<file path="src/rtl/accum_seq_pkg.sv">
`default_nettype none
// +----------------------------------------------------------------+
// | accum_seq_pkg: shared types and helpers for the accumulator    |
// | sequencing controller.                        Revision: 1.0    |
// +----------------------------------------------------------------+
package accum_seq_pkg;

  localparam int DW_DEFAULT  = 8;
  localparam int OPW_DEFAULT = 4;
  localparam int CNT_MAX     = 3;

  typedef enum logic [1:0] {
    ST_IDLE  = 2'd0,
    ST_ISSUE = 2'd1,
    ST_BUSY  = 2'd2,
    ST_FLUSH = 2'd3
  } state_t;

  typedef logic [1:0] argc_t;

  // A zero operand count still needs one operand.
  function automatic argc_t argc_norm(input argc_t argc);
    return (argc == 2'd0) ? 2'd1 : argc;
  endfunction

  function automatic logic [1:0] popcount3(input logic a, input logic b, input logic c);
    return {1'b0, a} + {1'b0, b} + {1'b0, c};
  endfunction

endpackage
`default_nettype wire

</file>
<file path="src/rtl/accum_seq_timer.sv">
`default_nettype none
// +----------------------------------------------------------------+
// | accum_seq_timer: loadable down-counter with expired flag.      |
// |                                               Revision: 1.0    |
// +----------------------------------------------------------------+
module accum_seq_timer #(
  parameter int W = 4
) (
  input  logic         clk,
  input  logic         reset,
  input  logic         load,
  input  logic [W-1:0] load_val,
  input  logic         en,
  output logic         expired
);

  logic [W-1:0] count_q, count_d;

  always_comb begin
    count_d = count_q;
    if (load) begin
      count_d = load_val;
    end else if (en && (count_q != '0)) begin
      count_d = count_q - W'(1);
    end
  end

  always_ff @(posedge clk or posedge reset) begin
    if (reset) begin
      count_q <= '0;
    end else begin
      count_q <= count_d;
    end
  end

  assign expired = (count_q == '0);

endmodule
`default_nettype wire

</file>
<file path="src/rtl/accum_seq_ctrl.sv">
`default_nettype none
// +----------------------------------------------------------------+
// | accum_seq_ctrl: sequences operand pushes and ALU operations    |
// | for the 3-entry operand accumulator.          Revision: 1.0    |
// +----------------------------------------------------------------+
module accum_seq_ctrl
  import accum_seq_pkg::*;
#(
  parameter int DW      = DW_DEFAULT,
  parameter int OPW     = OPW_DEFAULT,
  parameter int TIMEOUT = 15,
  parameter int CNTW    = 16
) (
  input  logic            clk,
  input  logic            reset,
  input  logic            push_req,
  input  logic [DW-1:0]   push_value,
  input  logic            op_req,
  input  logic [OPW-1:0]  op_code,
  input  logic [1:0]      op_argc,
  output logic            ready,
  output logic            stall,
  output logic            acc_put_en,
  output logic [DW-1:0]   acc_value,
  output logic            acc_op_en,
  input  logic            r0_valid,
  input  logic            r1_valid,
  input  logic            r2_valid,
  output logic            alu_start,
  output logic [OPW-1:0]  alu_opcode,
  input  logic            alu_done,
  output logic            err_overflow,
  output logic            err_underflow,
  output logic            err_timeout,
  output logic            err_sync,
  input  logic            err_clr,
  output logic [CNTW-1:0] op_count
);

  localparam int TW = $clog2(TIMEOUT + 1);

  state_t          state_q, state_d;
  logic [1:0]      cnt_q, cnt_d;
  logic [OPW-1:0]  opcode_q, opcode_d;
  logic            put_en_q, put_en_d;
  logic [DW-1:0]   value_q, value_d;
  logic            op_en_q, op_en_d;
  logic            start_q, start_d;
  logic            done_ok_q, done_ok_d;
  logic [CNTW-1:0] op_count_q, op_count_d;
  logic            err_ovf_q, err_ovf_d;
  logic            err_unf_q, err_unf_d;
  logic            err_tmo_q, err_tmo_d;
  logic            err_sync_q, err_sync_d;
  logic            set_ovf, set_unf, set_tmo, set_sync;
  logic            timer_load, timer_en, timer_expired;

  assign timer_load = (state_q == ST_ISSUE);
  assign timer_en   = (state_q == ST_BUSY);

  // Loaded with TIMEOUT-1 so BUSY lasts at most TIMEOUT cycles.
  accum_seq_timer #(.W(TW)) u_timer (
    .clk      (clk),
    .reset    (reset),
    .load     (timer_load),
    .load_val (TW'(TIMEOUT - 1)),
    .en       (timer_en),
    .expired  (timer_expired)
  );

  always_comb begin
    state_d    = state_q;
    cnt_d      = cnt_q;
    opcode_d   = opcode_q;
    put_en_d   = 1'b0;
    value_d    = value_q;
    op_en_d    = 1'b0;
    start_d    = 1'b0;
    done_ok_d  = done_ok_q;
    op_count_d = op_count_q;
    set_ovf    = 1'b0;
    set_unf    = 1'b0;
    set_tmo    = 1'b0;
    set_sync   = 1'b0;
    case (state_q)
      ST_IDLE: begin
        if (op_req) begin
          if (cnt_q >= argc_norm(op_argc)) begin
            opcode_d = op_code;
            start_d  = 1'b1;
            state_d  = ST_ISSUE;
          end else begin
            set_unf = 1'b1;
          end
        end else if (push_req) begin
          if (cnt_q != 2'(CNT_MAX)) begin
            put_en_d = 1'b1;
            value_d  = push_value;
            cnt_d    = cnt_q + 2'd1;
          end else begin
            set_ovf = 1'b1;
          end
        end
      end
      ST_ISSUE: begin
        set_sync = (popcount3(r0_valid, r1_valid, r2_valid) != cnt_q);
        state_d  = ST_BUSY;
      end
      ST_BUSY: begin
        if (alu_done) begin
          op_en_d   = 1'b1;
          done_ok_d = 1'b1;
          state_d   = ST_FLUSH;
        end else if (timer_expired) begin
          op_en_d   = 1'b1;
          done_ok_d = 1'b0;
          set_tmo   = 1'b1;
          state_d   = ST_FLUSH;
        end
      end
      ST_FLUSH: begin
        cnt_d = 2'd0;
        if (done_ok_q) begin
          op_count_d = op_count_q + CNTW'(1);
        end
        state_d = ST_IDLE;
      end
      default: state_d = ST_IDLE;
    endcase

    // A flag raised this cycle takes precedence over a simultaneous clear.
    err_ovf_d  = set_ovf  | (err_ovf_q  & ~err_clr);
    err_unf_d  = set_unf  | (err_unf_q  & ~err_clr);
    err_tmo_d  = set_tmo  | (err_tmo_q  & ~err_clr);
    err_sync_d = set_sync | (err_sync_q & ~err_clr);
  end

  always_ff @(posedge clk or posedge reset) begin
    if (reset) begin
      state_q    <= ST_IDLE;
      cnt_q      <= '0;
      opcode_q   <= '0;
      put_en_q   <= 1'b0;
      value_q    <= '0;
      op_en_q    <= 1'b0;
      start_q    <= 1'b0;
      done_ok_q  <= 1'b0;
      op_count_q <= '0;
      err_ovf_q  <= 1'b0;
      err_unf_q  <= 1'b0;
      err_tmo_q  <= 1'b0;
      err_sync_q <= 1'b0;
    end else begin
      state_q    <= state_d;
      cnt_q      <= cnt_d;
      opcode_q   <= opcode_d;
      put_en_q   <= put_en_d;
      value_q    <= value_d;
      op_en_q    <= op_en_d;
      start_q    <= start_d;
      done_ok_q  <= done_ok_d;
      op_count_q <= op_count_d;
      err_ovf_q  <= err_ovf_d;
      err_unf_q  <= err_unf_d;
      err_tmo_q  <= err_tmo_d;
      err_sync_q <= err_sync_d;
    end
  end

  assign ready         = (state_q == ST_IDLE);
  assign stall         = ~ready;
  assign acc_put_en    = put_en_q;
  assign acc_value     = value_q;
  assign acc_op_en     = op_en_q;
  assign alu_start     = start_q;
  assign alu_opcode    = opcode_q;
  assign err_overflow  = err_ovf_q;
  assign err_underflow = err_unf_q;
  assign err_timeout   = err_tmo_q;
  assign err_sync      = err_sync_q;
  assign op_count      = op_count_q;

endmodule
`default_nettype wire
</file>
<file path="config.mk">
export PLATFORM = sky130hd
export DESIGN_NAME = accum_seq_ctrl
export DESIGN_NICKNAME = d
export VERILOG_FILES = /design/src/rtl/accum_seq_pkg.sv /design/src/rtl/accum_seq_timer.sv /design/src/rtl/accum_seq_ctrl.sv
export SDC_FILE = /design/constraint.sdc
export NUM_CORES = 1
export LEC_CHECK = 0
export CORE_MARGIN = 3
export CORE_UTILIZATION = 46
export CTS_CLUSTER_DIAMETER = 120
export CTS_CLUSTER_SIZE = 28
export DETAILED_ROUTE_END_ITERATION = 12
export PLACE_DENSITY = 0.83
export REMOVE_ABC_BUFFERS = 1
export SYNTH_ARGS = -nofsm -noshare
export SYNTH_HDL_FRONTEND = slang
export SYNTH_SLANG_ARGS = --single-unit
</file>
<file path="constraint.sdc">
create_clock -name clk -period 2 [get_ports clk]
set_input_delay 0.4 -clock clk [delete_from_list [all_inputs] [get_ports clk]]
set_output_delay 0.4 -clock clk [all_outputs]
set_load 0.02 [all_outputs]
</file>
==> results of run 1 <==
-- cells in the final DEF, fill, tap and decap left out, types with 3 or more instances in the layout --
cell and n:
sky130_fd_sc_hd__xor2_1 8, sky130_fd_sc_hd__buf_4 5, sky130_fd_sc_hd__and3_1 3, sky130_fd_sc_hd__dfrtp_1 44, sky130_fd_sc_hd__a32o_1 3, sky130_fd_sc_hd__nand3_1 7, sky130_fd_sc_hd__inv_1 12, sky130_fd_sc_hd__nor2_1 8
sky130_fd_sc_hd__ha_1 9, sky130_fd_sc_hd__nand2_1 13, sky130_fd_sc_hd__clkbuf_8 6, sky130_fd_sc_hd__clkdlybuf4s50_1 57, sky130_fd_sc_hd__nand2b_1 3, sky130_fd_sc_hd__mux2_2 14, sky130_fd_sc_hd__xnor2_1 11
-- cell usage after synthesis (2+ instances only) --
cell / n / area (sq um)
sky130_fd_sc_hd__mux2_2: 14 / 157.7
sky130_fd_sc_hd__nand4_1: 2 / 12.51
sky130_fd_sc_hd__a21oi_1: 2 / 10.01
sky130_fd_sc_hd__nor3_1: 2 / 10.01
sky130_fd_sc_hd__dfrtp_1: 44 / 1101
sky130_fd_sc_hd__xor2_1: 8 / 70.07
sky130_fd_sc_hd__and3_1: 3 / 18.77
sky130_fd_sc_hd__nand3_1: 7 / 35.03
sky130_fd_sc_hd__nor3_2: 2 / 20.02
sky130_fd_sc_hd__or2_2: 2 / 12.51
sky130_fd_sc_hd__a31oi_1: 2 / 12.51
sky130_fd_sc_hd__nand2_1: 13 / 48.80
sky130_fd_sc_hd__nor2_1: 9 / 33.78
sky130_fd_sc_hd__ha_1: 10 / 125.1
sky130_fd_sc_hd__nand2b_1: 3 / 18.77
sky130_fd_sc_hd__inv_1: 13 / 48.80
sky130_fd_sc_hd__xnor2_1: 11 / 96.34
sky130_fd_sc_hd__a32o_1: 3 / 30.03
-- power by group through the flow --
stage | sequential (mW) | clock (mW) | combinational [mW]
6_report | 1.39 | 0.708 | 1.68
5_1_grt | 1.44 | 0.752 | 1.83
4_1_cts | 1.40 | 0.718 | 1.69
3_5_place_dp | 1.41 | 0 | 1.69
3_3_place_gp | 1.40 | 0 | 1.64
2_1_floorplan | 1.63 | 0 | 0.704
-- cells by family after synthesis --
family                   count (synthesis)
AO/OA/AOI/OAI                           11
multiplexers                            15
AND/OR/NAND/NOR                         50
flip-flops                              44
adder cells (fa/ha/maj)                 11
XOR/XNOR                                19
buffers and inverters                   14
-- worst max-delay path, cell delays in order, from the launching register on --
cell and delay [ns]:
sky130_fd_sc_hd__dfrtp_1 0.41, sky130_fd_sc_hd__inv_1 0.14, sky130_fd_sc_hd__ha_2 0.24, sky130_fd_sc_hd__inv_1 0.10
sky130_fd_sc_hd__dlygate4sd2_1 0.33
-- metal layers --
layer | up-vias | track usage
met5 | - | 0
met4 | 0 | 0.05010
met3 | 4 | 0.06094
met2 | 42 | 0.2918
met1 | 694 | 0.2007
li1 | 694 | -
-- registers in the layout (all words and copies together), names as in the netlist --
signal           flops
alu_opcode           4
op_count            16
err_underflow        1
state_q              2
err_timeout          1
u_timer.count_q      4
acc_value            8
cnt_q                2
alu_start            1
acc_put_en           1
done_ok_q            1
err_sync             1
err_overflow         1
acc_op_en            1
-- area by class of cell --
| cell class | count | area [sq um] | share of cell area |
|---|---|---|---|
| clock buffers | 6 | 82.58 | 0.02920 |
| clock inverters | 2 | 38.79 | 0.01372 |
| inverters | 13 | 48.80 | 0.01726 |
| multi-input cells | 106 | 848.3 | 0.3000 |
| flip-flops and latches | 44 | 1101 | 0.3894 |
| well taps | 50 | 62.56 | 0.02212 |
| repair buffers | 65 | 645.6 | 0.2283 |
-- metrics by stage --
| step | power, mW | cell area, sq um | util | std cells | worst slack [ns] |
|---|---|---|---|---|---|
| 3_3_place_gp | 3.036 | 2704 | 0.6617 | 278 | -0.2009 |
| 3_5_place_dp | 3.100 | 2704 | 0.6617 | 278 | -0.2752 |
| 6_report | 3.780 | 2828 | 0.6920 | 286 | 0.08771 |
| 4_1_cts | 3.800 | 2823 | 0.6908 | 286 | 0.03749 |
| 5_1_grt | 4.019 | 2828 | 0.6920 | 286 | 0.003289 |
| 2_1_floorplan | 2.335 | 1993 | - | 163 | 0.1922 |
-- repair_timing --
| action | CTS | global route |
|---|---|---|
| endpoints found under the hold margin | 0 | 0 |
| buffers inserted | 0 | 0 |
| resized for setup | 2 | 2 |
| setup endpoints to repair | 2 | 5 |
-- worst max path at each step --
stage | startpoint | endpoint | slack (ns) | cells past startpoint
floorplan | u_timer.count_q[0] | state_q[1] | 0.19 | 6
global placement | op_argc[1] | alu_opcode[0] | -0.20 | 7
detailed placement | op_argc[1] | alu_opcode[2] | -0.28 | 7
CTS | op_argc[1] | alu_opcode[3] | 0.04 | 7
global route | op_argc[1] | alu_opcode[2] | 0.003 | 7
finish | state_q[0] | stall | 0.09 | 4
==> metrics.sh, run 1 <==
SYNTH_ENABLE_FLOP_CELLS=0
ANTENNA_CELLS_INSERTED=0
SYNTH_COMPOUND_GATE_AREA_SHARE=0.04321
DETAIL_ROUTE.ITER0.VIOLATIONS=66
HPWLAFTERDP_MM=3.049
FF2FF_PATH_DEPTH=6
FRACTION_OF_THE_MAPPED_NETLIST_AREA_IN_SIMPLE_LOGIC_GATES=0.1390
CAP_VIOL_MAX_COUNT=0
GRT_PASS1_VIAS=1568
GP_ROUTABILITY_CONGESTION=0.7970
FIN_WORST_HOLD_SLACK_NS=0.4399
HTREE_NUM_LEVELS=2
POSTROUTEANTENNANETS=0
DESIGN.PORTCOUNT=60
TRITONCTS_CLOCK_TREE='done'
CTS_INSERTED_BUFFERS=5
MIN_PERIOD_NS=1.912
SYNTH-SEQ-AREA-SHARE=0.5510
CP.ARRIVAL_NS=1.51
CTS.PATH.MAX_BUFFERS=2
POST_SYNTH_MUX_AREA_SHARE=0.08391
CORE.ROWCOUNT=23
DRIVE_ABOVE_1_SHARE=0.1610
FMAX_MHz=522.9
DETAILEDROUTE.FIRSTPASSITERATIONCOUNT=4
CRITICAL_REGISTER_TO_REGISTER_PATH_STARTPOINT='u_timer.count_q[0]'
INITIAL_UTILIZATION=0.4890
CLOCK_SKEW_NS=0.01138
TOPROUTINGLAYERUSED='met4'
CLOCKROOTBUFFER='sky130_fd_sc_hd__clkbuf_8'
YOSYSUNIQUECELLTYPES=32
ROUTE.VIAS.TOTAL=1434
CRITICAL_PATH.MAX_FANOUT=5
OUTCOME='finished clean'
PLACE.PORT_BUFFERS=59
POWER.INTERNAL_mW=2.436
CLOCK-SINKS=44
CHIPHEIGHT_UM=71.91
WORST_SKEW_PAIR.LATE_LATENCY_NS=0.29
SYNTH-ASYNC-RESET-RATIO=1.000
GR-TOTAL-OVERFLOW=0
CP-START-KIND='flip-flop'
DOMINANT_COMBINATIONAL_CELL_FAMILY_BY_AREA_AFTER_SYNTHESIS='simple AND/OR/NAND/NOR gates'
FILL_CELLS=300
SLEW_VIOL_FINAL=0
GRT.TOTAL_USAGE=0.1701
M1WIRELENGTH_MM=1.709
DRT-VIAS-PER-INSTANCE=5.014
TIGHTESTPINTRANSITION_NS=0.3051
FINALCRITPERIODSHARE=0.9561
YOSYS.AREA_SHARE.ADDER=0.07264
YOSYS_MOST_USED_DFF='sky130_fd_sc_hd__dfrtp_1'
SWITCHING_POWER_mW=1.344
ROUTED_WL_MET2_MM=2.027
TOTALNEGATIVESETUPSLACK_NS=0
REMAINING_DRC_ERRORS=0
SYNTHTOLAYOUTAREAGROWTH_PCT=41.52
P_PER_AREA_nW_PER_UM2=1337
CTS-HOLD-FIX-BUFFERS=0
WL_PER_CELL_UM=14.24
WORST-ENDPOINT-REQUIRED_NS=1.60
POWER_FRAC_CLOCK=0.187
SYNTHCELLS=164
POST_SYNTHESIS_INSTANCE_AREA_SQ_UM=1998
ROUTED_WIRELENGTH_MM=4.073
PIN_COUNT_OF_THE_BIGGEST_NET_ENTERING_GLOBAL_ROUTING=45
WORST_VDD_IR_V=0.0009483
YOSYS_REGISTER_BITS=44
DIE_WIDTH_UM=71.91
AREA_OF_THE_CORE_SQ_UM=4086
TIMING_HOLD_VIOLATIONS_FINAL=0
SHARE_COMB_OF_TOTAL_POWER=0.444
CRITPATHKIND='flip-flop to primary output'
REG2REG_TO='state_q[1]'
SETUP_VIOL=0
SYNTH_WARNINGS=0
FIN_NETS=269
NETSWITCHINGFRACTION=0.3556
POWER.SHARE.SEQUENTIAL=0.369
RSZ0062_AT_GRT='no'
MAX_SLEW_MARGIN=0.7961
FLOORPLAN.DIE_AREA_SQ_UM=5170
HOLD_PATH_CLASS='primary input to asynchronous set/reset pin'
SYN-MEAN-INSTANCE-AREA_SQ_UM=12.18
CELLLEAKAGEPOWER_nW=1.271
R2R_SLACK_NS=0.11
GRT_PASS1_WL_MM=6.913
CRIT_PATH_END_KIND='primary output'
GRT_ANTENNA_BEFORE_REPAIR=0
WORST_PATH_CLK_SLEW_NS=0.09
ROUTED-WL-MET3_UM=299
POST_SYNTH_XOR_AREA_FRACTION=0.08328
Note: power is estimated with default switching activity, not from simulation.
==> run 2: changes to the inputs <==
--- a/config.mk
+++ b/config.mk
@@ -5,11 +5,13 @@
 export SDC_FILE = /design/constraint.sdc
 export NUM_CORES = 1
 export LEC_CHECK = 0
+export CORE_ASPECT_RATIO = 1.1
 export CORE_MARGIN = 3
 export CORE_UTILIZATION = 46
 export CTS_CLUSTER_DIAMETER = 120
 export CTS_CLUSTER_SIZE = 28
 export DETAILED_ROUTE_END_ITERATION = 12
+export GPL_TIMING_DRIVEN = 1
 export PLACE_DENSITY = 0.83
 export REMOVE_ABC_BUFFERS = 1
 export SYNTH_ARGS = -nofsm -noshare
==> run 2 against run 1 <==
Against the previous run: final cell count grew 1.0%; first-iteration DRC count shrank 17%; count of clock-buffer cells in the layout is the same; sequential share of layout area grew 0.069 points; die area is essentially flat; flip-flop and latch count is the same; register-to-register slack gained 0.03 ns; worst hold slack gained 0.012 ns; wire length grew 1.9%; clock skew shrank 0.0036 ns; sequential power is essentially flat; clock power shrank 1%; critical path type unchanged; largest cell class unchanged; largest power group unchanged; highest routed layer unchanged.
==> metrics.sh, run 2 (same netlist as run 1, synthesis figures left out) <==
CRITPATHSLOWESTCELL='sky130_fd_sc_hd__dfrtp_1'
CAP_VIOL_MAX_COUNT=0
GRT.TOTAL_USAGE=0.1839
FMAX_MHz=518.9
NETSWITCHINGFRACTION=0.3539
CTS_INSERTED_BUFFERS=5
ANTENNA_CELLS_INSERTED=0
FINAL_POWER_mW=3.760
CLOCK_SKEW_NS=0.007833
INITIAL_UTILIZATION=0.4893
LARGEST_REG_FLOPS=16
HOLD_PATH_CLASS='primary input to asynchronous set/reset pin'
HTREE_NUM_LEVELS=2
GRT_PASS1_WL_MM=7.065
SYNTHTOLAYOUTAREAGROWTH_PCT=41.27
TIMING_HOLD_VIOLATIONS_FINAL=0
SHARE_COMB_OF_TOTAL_POWER=0.443
OUTCOME='finished clean'
CORE.ROWCOUNT=24
MOST-COMMON-LAYOUT-CELLS='sky130_fd_sc_hd__clkdlybuf4s50_1 (57), sky130_fd_sc_hd__dfrtp_1 (44), sky130_fd_sc_hd__mux2_2 (14)'
FINALCRITPERIODSHARE=0.9636
CP-START-KIND='flip-flop'
GR-TOTAL-OVERFLOW=0
CRITICAL_REGISTER_TO_REGISTER_PATH_STARTPOINT='state_q[0]'
CTS.PATH.MAX_BUFFERS=2
CLOCK-SINKS=44
REG2REG_TO='acc_value[5]'
TIMING.CRITICAL_PATH.MAX_DELAY_FAMILY='buffers and inverters'
WL_PER_CELL_UM=14.36
SLOWEST_DELAY_NS=0.39
ROUTE.VIAS.TOTAL=1455
FIN_WORST_HOLD_SLACK_NS=0.4518
DIE_WIDTH_UM=68.84
CRIT_PATH_END_KIND='primary output'
REMAINING_DRC_ERRORS=0
CP.ARRIVAL_NS=1.53
CRITICAL_PATH.MAX_FANOUT=4
GP_ROUTABILITY_CONGESTION=0.7450
WORST_VDD_IR_V=0.0009827
LAYOUT_COMMONEST_CELL='sky130_fd_sc_hd__clkdlybuf4s50_1'
POWER_FRAC_CLOCK=0.186
DETAIL_ROUTE.ITER0.VIOLATIONS=55
POSTPLACECELLAREA_SQ_UM=2701
SETUP_VIOL=0
HPWLAFTERDP_MM=3.262
CRITICAL_PATH.CELL_CHAIN='inv_1, ha_1, inv_1, dlygate4sd2_1'
TIMING.CRITICAL_PATH.MODE_CELL='sky130_fd_sc_hd__inv_1'
GRT_ANTENNA_BEFORE_REPAIR=0
FIN_NETS=270
PIN_COUNT_OF_THE_BIGGEST_NET_ENTERING_GLOBAL_ROUTING=25
R2R_SLACK_NS=0.14
WORST_SKEW_PAIR.LATE_LATENCY_NS=0.29
CP_NUM_BUF_INV=3
POWER.INTERNAL_mW=2.429
POWER.SHARE.SEQUENTIAL=0.370
ROUTED_WIRELENGTH_MM=4.150
CHIPHEIGHT_UM=75.13
CRITPATHKIND='flip-flop to primary output'
GRT_PASS1_VIAS=1599
P_PER_AREA_nW_PER_UM2=1332
FINAL_DESIGN_AREA_NO_FILL_SQ_UM=2823
MAX_SLEW_MARGIN=0.8002
POSTROUTEANTENNANETS=0
CLOCKROOTBUFFER='sky130_fd_sc_hd__clkbuf_8'
CTS-RESIZED-GATES=2
RSZ0062_AT_GRT='no'
FLOORPLAN.DIE_AREA_SQ_UM=5172
CRIT_START='state_q[0]'
CTS-HOLD-FIX-BUFFERS=0
CTS_SETUP_BUFFERS=0
MIN_PERIOD_NS=1.927
TIGHTESTPINTRANSITION_NS=0.2997
WORST-ENDPOINT-REQUIRED_NS=1.60
TOTALNEGATIVESETUPSLACK_NS=0
CP_ENDPOINT='stall'
SLEW_VIOL_FINAL=0
SWITCHING_POWER_mW=1.331
AREA_OF_THE_CORE_SQ_UM=4084
DRT-VIAS-PER-INSTANCE=5.035
WORST_PATH_CLK_SLEW_NS=0.08
DETAILEDROUTE.FIRSTPASSITERATIONCOUNT=4
CELLLEAKAGEPOWER_nW=1.273
PLACE.PORT_BUFFERS=59
DRIVE_ABOVE_1_SHARE=0.1603
FF2FF_PATH_DEPTH=5
DESIGN.PORTCOUNT=60
CP.DEPTH=4
TRITONCTS_CLOCK_TREE='done'
[run 2: per-stage QoR]
| stage | worst slack (ns) | cells | util |
|---|---|---|---|
| finish | 0.07285 | 289 | 0.6912 |
| global route | 0.01905 | 289 | 0.6912 |
| CTS | 0.05387 | 289 | 0.6906 |
| detailed placement | -0.2727 | 281 | 0.6615 |
| global placement | -0.2124 | 281 | 0.6615 |
| floorplan | 0.1922 | 163 | - |
[run 2: worst min-delay path by stage]
stage                            start            end  slack, ns  cells past startpoint
after floorplan               alu_done    err_timeout       0.48                      1
after global placement    op_count[15]   op_count[15]       0.46                      1
after detailed placement  op_count[15]   op_count[15]       0.47                      1
after CTS                        reset  alu_opcode[1]       0.45                      3
after global routing             reset  alu_opcode[1]       0.48                      3
final                            reset   acc_value[7]       0.45                      3
[run 2: power by group through the flow]
stage,logic (mW),registers [mW],clock network [mW]
detailed placement,1.68,1.41,0
global route,1.82,1.44,0.757
finish,1.67,1.39,0.701
global placement,1.64,1.39,0
floorplan,0.704,1.63,0
CTS,1.68,1.40,0.726
[run 2: worst reg2reg max path, stage by stage (launching register included)]
cell and delay [ns]:
sky130_fd_sc_hd__dfrtp_1 0.41, sky130_fd_sc_hd__inv_1 0.13, sky130_fd_sc_hd__ha_1 0.24, sky130_fd_sc_hd__buf_4 0.16
sky130_fd_sc_hd__and4bb_2 0.43, sky130_fd_sc_hd__mux2_2 0.38
[run 2: area by class of cell]
class / instances / area, sq um
tap: 52 / 65.06
clock inverter: 2 / 38.79
fill: 325 / 1261
inverter: 13 / 48.80
clock buffer: 6 / 82.58
sequential: 44 / 1101
multi-input combinational: 106 / 845.8
timing repair buffer: 66 / 640.6
[run 2: routing by layer]
metal | track usage | share of wire | up-vias | wire, um
met5 | 0 | 0 | - | 0
li1 | - | - | 698 | -
met2 | 0.3157 | 0.51 | 48 | 2120
met1 | 0.2102 | 0.40 | 705 | 1659
met3 | 0.07015 | 0.083 | 4 | 344
met4 | 0.05844 | 0.0060 | 0 | 25
==> run 3: changes to the inputs <==
--- a/config.mk
+++ b/config.mk
@@ -7,13 +7,15 @@
 export LEC_CHECK = 0
 export CORE_ASPECT_RATIO = 1.1
 export CORE_MARGIN = 3
-export CORE_UTILIZATION = 46
+export CORE_UTILIZATION = 47
 export CTS_CLUSTER_DIAMETER = 120
 export CTS_CLUSTER_SIZE = 28
 export DETAILED_ROUTE_END_ITERATION = 12
 export GPL_TIMING_DRIVEN = 1
-export PLACE_DENSITY = 0.83
+export PLACE_DENSITY = 0.84
 export REMOVE_ABC_BUFFERS = 1
+export SETUP_SLACK_MARGIN = 0.1
 export SYNTH_ARGS = -nofsm -noshare
 export SYNTH_HDL_FRONTEND = slang
+export SYNTH_HIERARCHICAL = 1
 export SYNTH_SLANG_ARGS = --single-unit
==> run 3 against run 2 <==
Against the previous run: clock power rose by 4.6%; first-iteration DRC count rose by 27%; critical endpoint is now state_q[1]; total power grew 11%; critical path depth grew 3.
==> metrics.sh, run 3 <==
CRIT_START='op_argc[1]'
PIN_COUNT_OF_THE_BIGGEST_NET_ENTERING_GLOBAL_ROUTING=41
MOST-COMMON-LAYOUT-CELLS='sky130_fd_sc_hd__clkdlybuf4s50_1 (57), sky130_fd_sc_hd__dfrtp_1 (44), sky130_fd_sc_hd__nand2_1 (15)'
CLOCK_SKEW_NS=0.01094
SYNTH_MOST_COMMON_CELL='sky130_fd_sc_hd__dfrtp_1'
RSZ0062_AT_GRT='yes'
DESIGN.PORTCOUNT=60
AREA_SHARE_OF_THE_LEADING_CELL_TYPE_IN_THE_SYNTHESIZED_NETLIST=0.5301
SYNTHTOLAYOUTAREAGROWTH_PCT=41.75
TIMING_HOLD_VIOLATIONS_FINAL=0
FILL_CELLS=279
CTS.PATH.MAX_BUFFERS=2
YOSYS_REGISTER_BITS=44
SYNTH_COMMONEST_CELLS='sky130_fd_sc_hd__dfrtp_1 (44), sky130_fd_sc_hd__nand2_1 (15), sky130_fd_sc_hd__inv_1 (14), sky130_fd_sc_hd__mux2_2 (14), sky130_fd_sc_hd__xnor2_1 (12)'
POSTLAYOUTSETUPSLACKWORST_NS=0.1170
INITIAL_UTILIZATION=0.5049
MULTIINPUTGATEAREA_SQ_UM=965.9
SYNTHTOPCELLSBYAREA='sky130_fd_sc_hd__dfrtp_1 (53%), sky130_fd_sc_hd__mux2_2 (7.6%), sky130_fd_sc_hd__ha_1 (6.0%), sky130_fd_sc_hd__xnor2_1 (5.1%), sky130_fd_sc_hd__nand2_1 (2.7%)'
CLOCKROOTBUFFER='sky130_fd_sc_hd__clkbuf_8'
CP-START-KIND='primary input'
GRT_PASS1_WL_MM=7.493
MAX_SLEW_MARGIN=0.6612
ROUTE.VIAS.TOTAL=1576
DETAILEDROUTE.FIRSTPASSITERATIONCOUNT=4
ROUTED_WIRELENGTH_MM=4.580
YOSYSUNIQUECELLTYPES=39
P_PER_AREA_nW_PER_UM2=1413
YOSYS_MOST_USED_DFF='sky130_fd_sc_hd__dfrtp_1'
AREA_OF_THE_CORE_SQ_UM=4114
ANTENNA_CELLS_INSERTED=0
POST_SYNTHESIS_INSTANCE_AREA_SQ_UM=2077
SYNTHCELLS=176
GP_ROUTABILITY_CONGESTION=0.7462
LAYOUT_COMMONEST_CELL='sky130_fd_sc_hd__clkdlybuf4s50_1'
DIE_WIDTH_UM=69.38
CAP_VIOL_MAX_COUNT=0
CRITPATHKIND='primary input to flip-flop'
GRT_PASS1_VIAS=1592
GRT.TOTAL_USAGE=0.1840
CP.ARRIVAL_NS=2.07
TIGHTESTPINTRANSITION_NS=0.5082
DETAIL_ROUTE.ITER0.VIOLATIONS=70
WORST_PATH_CLK_SLEW_NS=0.08
FINAL_UTIL=0.7156
SYNTH_ENABLE_FLOP_CELLS=0
FINAL_POWER_mW=4.161
FF2FF_PATH_DEPTH=7
REG2REG_TO='state_q[1]'
WORST_VDD_IR_V=0.001094
FLOORPLAN.DIE_AREA_SQ_UM=5253
CP_ENDPOINT='state_q[1]'
OUTCOME='finished clean'
CTS_INSERTED_BUFFERS=5
SYNTH_WARNINGS=6
CRITICAL_REGISTER_TO_REGISTER_PATH_STARTPOINT='u_timer/count_q[0]'
HPWLAFTERDP_MM=3.177
TRITONCTS_CLOCK_TREE='done'
LARGEST_REG_FLOPS=16
CLOCK-SINKS=44
GR-TOTAL-OVERFLOW=0
LAYOUT.AREA.SEQ_SQ_UM=1101
PLACE.PORT_BUFFERS=59
CRIT_PATH_END_KIND='flip-flop'
WORST-ENDPOINT-REQUIRED_NS=2.19
FMAX_MHz=531.1
CORE.ROWCOUNT=24
POSTROUTEANTENNANETS=0
SYNTH-ASYNC-RESET-RATIO=1.000
CTS-HOLD-FIX-BUFFERS=0
DRIVE_ABOVE_1_SHARE=0.1935
CELLLEAKAGEPOWER_nW=1.297
CRITICAL_PATH.MAX_FANOUT=2
HOLD_PATH_CLASS='primary input to asynchronous set/reset pin'
SLEW_VIOL_FINAL=0
SYN-MEAN-INSTANCE-AREA_SQ_UM=11.80
HTREE_NUM_LEVELS=2
POST-SYNTH-TOP-AREA-CELL='sky130_fd_sc_hd__dfrtp_1'
R2R_SLACK_NS=0.14
WL_PER_CELL_UM=15.27
SYNTH-SEQ-AREA-SHARE=0.5301
WORST_SKEW_PAIR.LATE_LATENCY_NS=0.30
SETUP_VIOL=0
FIN_NETS=281
REMAINING_DRC_ERRORS=0
CHIPHEIGHT_UM=75.72
GRT_ANTENNA_BEFORE_REPAIR=0
DRT-VIAS-PER-INSTANCE=5.253
FINALCRITPERIODSHARE=0.9415
MIN_PERIOD_NS=1.883
DPL_WORST_SLACK_NS=-0.2697
-- run 3: cells by family after synthesis --
logic type	after synthesis	share of synthesized area
muxes	14	0.07590
and+or+nand+nor	52	0.1440
adders and majority gates	11	0.06988
AOI/OAI and AO/OA	19	0.06988
DFF	44	0.5301
other	2	0.003616
buffers and inverters	17	0.03494
xor gates and xnor gates	17	0.07169
-- run 3: power breakdown --
group / internal (mW) / switching, mW
clock: 0.441 / 0.293
combinational: 1.04 / 0.960
sequential: 1.19 / 0.241
total: 2.67 / 1.49
-- run 3: layout make-up --
cell class | instances | area share
Inverter | 14 | 0.01785
Sequential cell | 44 | 0.3740
Clock buffer | 7 | 0.03272
Clock inverter | 1 | 0.01020
Tap cell | 52 | 0.02210
Multi-Input combinational cell | 117 | 0.3281
Timing Repair Buffer | 65 | 0.2150
-- run 3: worst min-delay path by stage --
stage | cells after the start | to | slack (ns)
floorplan | 1 | u_timer/count_q[0] | 0.17
finish | 2 | u_timer/count_q[2] | 0.32
global route | 2 | u_timer/count_q[2] | 0.36
CTS | 2 | u_timer/count_q[2] | 0.32
global placement | 1 | op_count[15] | 0.45
detailed placement | 1 | op_count[15] | 0.46
-- run 3: worst max-delay path: stages --
cell and delay (ns):
sky130_fd_sc_hd__clkdlybuf4s50_1 0.49, sky130_fd_sc_hd__nand2b_1 0.07, sky130_fd_sc_hd__ha_1 0.27, sky130_fd_sc_hd__nand2b_4 0.15, sky130_fd_sc_hd__a211oi_2 0.30, sky130_fd_sc_hd__nor3_2 0.10
sky130_fd_sc_hd__mux2_2 0.28
-- run 3: metrics by stage --
stage / hold slack [ns] / TNS, ns / cells / instance area, sq um
after floorplan: 0.1661 / 0 / 175 / 2064
after global placement: 0.4548 / -1.105 / 290 / 2750
after detailed placement: 0.4564 / -1.472 / 290 / 2750
after CTS: 0.3201 / 0 / 300 / 2917
after global routing: 0.3590 / 0 / 300 / 2944
final: 0.3233 / 0 / 300 / 2944
-- run 3: timing repair --
action / CTS / global route
resized for setup: 10 / 6
endpoints found under the setup margin: 7 / 8
buffers inserted: 2 / 0
pin swaps: 2 / 3
-- run 3: metal layers --
metal / vias to the layer above / part of all wire / GRT usage
met3: 12 / 0.060 / 0.05145
li1: 740 / - / -
met1: 773 / 0.40 / 0.2125
met4: 0 / 0.019 / 0.08894
met2: 51 / 0.52 / 0.3220
met5: - / 0 / 0
